===== config.mk =====
export PLATFORM = sky130hd
export DESIGN_NAME = ccip_c0tx_almfull_buffer
export DESIGN_NICKNAME = d
export VERILOG_FILES = /design/src/rtl/ccip_c0tx_almfull_buffer.sv
export SDC_FILE = /design/constraint.sdc
export NUM_CORES = 1
export LEC_CHECK = 0
export ABC_AREA = 1
export BUFFER_PORTS_ARGS = -buffer_cell sky130_fd_sc_hd__buf_2
export CAP_MARGIN = 20
export CORE_ASPECT_RATIO = 0.8
export CORE_MARGIN = 1.5
export CORE_UTILIZATION = 25
export CTS_CLUSTER_DIAMETER = 30
export DETAILED_ROUTE_END_ITERATION = 12
export PLACE_DENSITY_LB_ADDON = 0.08
export SLEW_MARGIN = 20
export SYNTH_ARGS = -nofsm -noshare
export SYNTH_HDL_FRONTEND = slang
export SYNTH_SLANG_ARGS = --single-unit
export TNS_END_PERCENT = 1

===== constraint.sdc =====
create_clock -name pClk -period 4.75 [get_ports pClk]
set_clock_uncertainty 0.2 [all_clocks]
set_input_delay 0.7125 -clock pClk [delete_from_list [all_inputs] [get_ports pClk]]
set_output_delay 0.7125 -clock pClk [all_outputs]
set_load 0.03 [all_outputs]

===== src/rtl/ccip_c0tx_almfull_buffer.sv =====
// CCI-P channel-0 read-request buffer. It holds requests an AFU issues after
// almost-full and replays them to the mux leaf port while its almost-full is clear.
package ccip_c0tx_pkg;
  localparam int C0_HDR_W = 74;

  typedef struct packed {
    logic                valid;
    logic [C0_HDR_W-1:0] hdr;
  } t_if_ccip_c0_Tx;
endpackage

module ccip_c0tx_almfull_buffer
  import ccip_c0tx_pkg::*;
#(
  parameter int DEPTH = 16,
  parameter int SLACK = 8
) (
  input  logic                     pClk,
  input  logic                     SoftReset_n,
  input  t_if_ccip_c0_Tx           afu_c0Tx,
  output logic                     afu_c0TxAlmFull,
  output t_if_ccip_c0_Tx           mux_c0Tx,
  input  logic                     mux_c0TxAlmFull,
  output logic [$clog2(DEPTH):0]   occupancy,
  output logic [31:0]              sent_cnt,
  output logic                     overflow
);

  localparam int PW = $clog2(DEPTH);
  localparam int CW = PW + 1;

  logic [C0_HDR_W-1:0] mem [DEPTH];
  logic [PW-1:0]       wrPtr;
  logic [PW-1:0]       rdPtr;
  logic [CW-1:0]       count;
  logic [CW-1:0]       countNext;
  logic                full;
  logic                pop;
  logic                pushAcc;
  logic                drop;

  // Full/empty come from the count; a push into a full FIFO is still taken
  // when the head leaves in the same cycle.
  always_comb begin
    full      = (count == CW'(DEPTH));
    pop       = (count != '0) && !mux_c0TxAlmFull;
    pushAcc   = afu_c0Tx.valid && (!full || pop);
    drop      = afu_c0Tx.valid && !pushAcc;
    countNext = count + CW'(pushAcc) - CW'(pop);
  end

  always_ff @(posedge pClk) begin
    if (pushAcc) begin
      mem[wrPtr] <= afu_c0Tx.hdr;
    end
  end

  always_ff @(posedge pClk or negedge SoftReset_n) begin
    if (!SoftReset_n) begin
      wrPtr           <= '0;
      rdPtr           <= '0;
      count           <= '0;
      afu_c0TxAlmFull <= 1'b0;
      overflow        <= 1'b0;
      sent_cnt        <= '0;
      mux_c0Tx        <= '0;
    end else begin
      count           <= countNext;
      afu_c0TxAlmFull <= (countNext >= CW'(DEPTH - SLACK));
      mux_c0Tx.valid  <= pop;
      if (pushAcc) begin
        wrPtr <= wrPtr + PW'(1);
      end
      if (pop) begin
        rdPtr        <= rdPtr + PW'(1);
        mux_c0Tx.hdr <= mem[rdPtr];
        sent_cnt     <= sent_cnt + 32'd1;
      end
      if (drop) begin
        overflow <= 1'b1;
      end
    end
  end

  assign occupancy = count;

endmodule


==> flow_metrics.env <==
export IMPL_initial_core_util_pct=25.1
export IMPL_rows=151
export IMPL_dr_pass1_iters=5
export IMPL_postCtsSetupBuffers=0
export IMPL_cp_required_ns=5.09
export IMPL_timing_final_hold_violations=0
export IMPL_root_buffer="clkbuf_16"
export IMPL_outcome="finished clean"
export IMPL_synth_top_area_cell="edfxtp_1"
export IMPL_clk_pin_slew_ns=0.05
export IMPL_dp_slack_ns=1.37
export IMPL_io_pins=192
export IMPL_drtAntennaViolNets=0
export IMPL_syn_area_per_cell_sq_um=11.7
export IMPL_fp_coreArea_sq_um=211000
export IMPL_reg2reg_from="occupancy[2]"
export IMPL_crit_slowest_cell="nor2_4"
export IMPL_die_h_microns=415
export IMPL_max_clock_path_buffers=4
export IMPL_dieArea_sq_um=215000
export IMPL_fin_cells=8099
export IMPL_grt_usage_pct=16.8
export IMPL_path_class="flop to flop"
export IMPL_grt_max_degree=160
export IMPL_path_cells="inv_1, ha_1, nand4_1, nand2_1, inv_1, nand2_1, nor2_4, buf_12"
export IMPL_grt_pass1_vias=36500
export IMPL_r2r_end="mem[10][36]"
export IMPL_overflow=0
export IMPL_die_x_microns=518
export IMPL_drc=0
export IMPL_syn_to_final_growth_pct=31.5
export IMPL_report_final_slew_viol_count=0
export IMPL_drt_iter0_markers=2207
export IMPL_cp_max_fo=24
export IMPL_regToRegSetupSlack_ns=1.60
export IMPL_synth_top_area_share_pct=67.0
export IMPL_antenna_found_initial=17
export IMPL_ys_types=33
export IMPL_dpl_hpwl_mm=88.1
export IMPL_fillers=21100
export IMPL_syn_area_sq_um=53100
export IMPL_synth_fp_nets=4626
export IMPL_gp_congestion=0.729
export IMPL_p_leak_nw=26.9
export IMPL_yosys_warnings=0
export IMPL_arrival_ns=3.49
export IMPL_yosys_register_bits=1306
export IMPL_grt_pass1_wl_mm=265
export IMPL_dp_cells=7368
export IMPL_clock_sinks=1306
export IMPL_synthTopCellsByArea="edfxtp_1 67%, nand2_1 13%, nand3_1 8.5%"
export IMPL_drv_cap=0
export IMPL_fmax_mhz=317
export IMPL_synthCells=4535
export IMPL_worst_path_largest_cell_delay_ns=0.80
export IMPL_period_minus_slack_ns=3.15
export IMPL_powerDensity_nw_per_um2=741
export IMPL_setup_ws_ns=1.60
export IMPL_cts_htree_levels=5
export IMPL_final_layout_size_suffix_gt1_share_pct=16.1
export IMPL_vias_per_cell=4.40
export IMPL_worstMarginPinSlew_ns=1.01
export IMPL_cts_buffers=366
export IMPL_port_buffer_count=191
export IMPL_routed_wl_mm=183
export IMPL_yosysSeqAreaShare_pct=72.7
export IMPL_critPathCapture="mem[10][36]"
export IMPL_cp_end_kind="flop"
export IMPL_fin_crit_sh_pct=66.4
export IMPL_insertion_delay_ns=0.91
export IMPL_wl_per_cell_microns=22.6
export IMPL_startpoint="occupancy[2]"
export IMPL_worstRegToRegCells=8
export IMPL_holdCritPathClass="input pin to flop"
export IMPL_nNetsFinal=5068
export IMPL_multiInputGateArea_sq_um=12600
export IMPL_regArea_sq_um=38600
export IMPL_fin_worst_hold_slack_ns=0.0559
export IMPL_dr_total_vias=35600
export IMPL_setup_viol=0
export IMPL_relSlewSlack_pct=32.8
export IMPL_crit_path_start_kind="flop"
export IMPL_cts_tree="done"
export IMPL_peakVddDrop_mv=0.628
export IMPL_rsz0062_at_grt="no"
export IMPL_holdPathStages=1
-- critical path, delay by kind of cell (launching register included) --
kind                       cells  cell delay [ns]
and+or+nand+nor                4             1.35
adders and majority gates      1             0.21
DFF                            1             0.35
buffers and inverters          3             0.62
-- layer usage --
layer / vias up / wire (microns) / track usage, % / part of all wire (%)
met5: - / 96 / 0 / 0.053
met3: 332 / 7260 / 3.17 / 4.0
met4: 14 / 3770 / 4.58 / 2.1
met1: 17800 / 88000 / 23.5 / 48
met2: 763 / 83600 / 26.3 / 46
li1: 16700 / - / - / -
-- through the flow --
stage                     util (%)  instance area, sq um  power [mW]  setup TNS [ns]
after floorplan                  -                 53100        23.6         -422.67
after global placement        27.0                 57000        28.4               0
after detailed placement      27.0                 57000        28.4               0
after CTS                     33.0                 69800        52.7               0
after global routing          33.0                 69800        54.5               0
final                         33.0                 69800        51.7               0
-- state kept, by name, indices dropped and copies added (netlist names) --
name	cells
afu_c0TxAlmFull	1
mem	1184
mux_c0Tx	75
occupancy	5
overflow	1
rdPtr	4
sent_cnt	32
wrPtr	4
-- power by group --
group          leakage (nW)  internal (mW)  switching, mW  total (mW)
Combinational          8.72           3.36           9.67        13.0
Clock                  5.95           16.9           7.04        24.0
Sequential             12.2           14.0          0.743        14.7
-- synth_stat cells --
library cell,count
inv_1,36
nand3_1,905
a21oi_1,2
buf_6,62
nand4_1,7
nor2_2,1
nor2_1,62
xnor2_1,8
buf_4,38
dfrtp_1,122
o21bai_1,1
or2_2,1
fa_1,1
nor3_4,1
clkbuf_4,6
nor3b_1,1
nand3b_1,6
and2_1,1
ha_1,12
buf_8,5
buf_1,12
inv_8,1
nand2_2,1
edfxtp_1,1184
o21ai_0,5
inv_4,1
xor2_1,20
nand2_1,1889
buf_12,2
nor3_1,2
buf_2,118
inv_2,2
clkbuf_1,20
-- cell type report --
type / instances / share of cell area (%)
diodes: 1 / 0.00359
clock buffers: 443 / 14.1
clock inverters: 216 / 3.25
inverters: 40 / 0.296
multi-input cells: 2926 / 18.0
flip-flops and latches: 1306 / 55.3
well taps: 2830 / 5.07
repair buffers: 337 / 3.94
-- cells in the final DEF, fill, tap and decap left out, types with 6 or more instances in the layout --
cell and count:
bufinv_16 46, nor2_4 16, clkinv_2 85, clkinv_1 56, buf_4 34, ha_1 12, dlygate4sd3_1 71, buf_12 41
clkbuf_16 374, nand3b_1 6, clkbuf_8 20, nand2_1 1889, clkbuf_1 49, xor2_1 20, nand4_1 7, buf_2 190
xnor2_1 8, nor2_1 46, inv_6 8, clkinvlp_4 16, dfrtp_1 118, inv_1 35, nand3_1 905, edfxtp_1 1184
-- worst min path at each step --
stage / slack, ns / to / from
after floorplan: 0.22 / afu_c0TxAlmFull / SoftReset_n
after global placement: 0.26 / mux_c0Tx[11] / mux_c0Tx[11]
after detailed placement: 0.27 / mux_c0Tx[11] / mux_c0Tx[11]
after CTS: 0.0003 / mem[1][17] / afu_c0Tx[17]
after global routing: 0.01 / mem[8][38] / afu_c0Tx[38]
final: 0.06 / mem[8][38] / afu_c0Tx[38]
-- cell families after synthesis --
| group | after synthesis | synth area share (%) |
|---|---|---|
| compound gates | 8 | 0.0801 |
| xor+xnor | 28 | 0.462 |
| fa+ha+maj | 13 | 0.321 |
| buf+inv | 303 | 3.80 |
| flops | 1306 | 72.7 |
| simple gates | 2877 | 22.6 |
-- repair_timing --
item                                   CTS  global route
gates resized for setup                  0             0
endpoints found under the hold margin  906             0
hold buffers                            71             0
No activity file was read; power rests on OpenSTA's default activity.
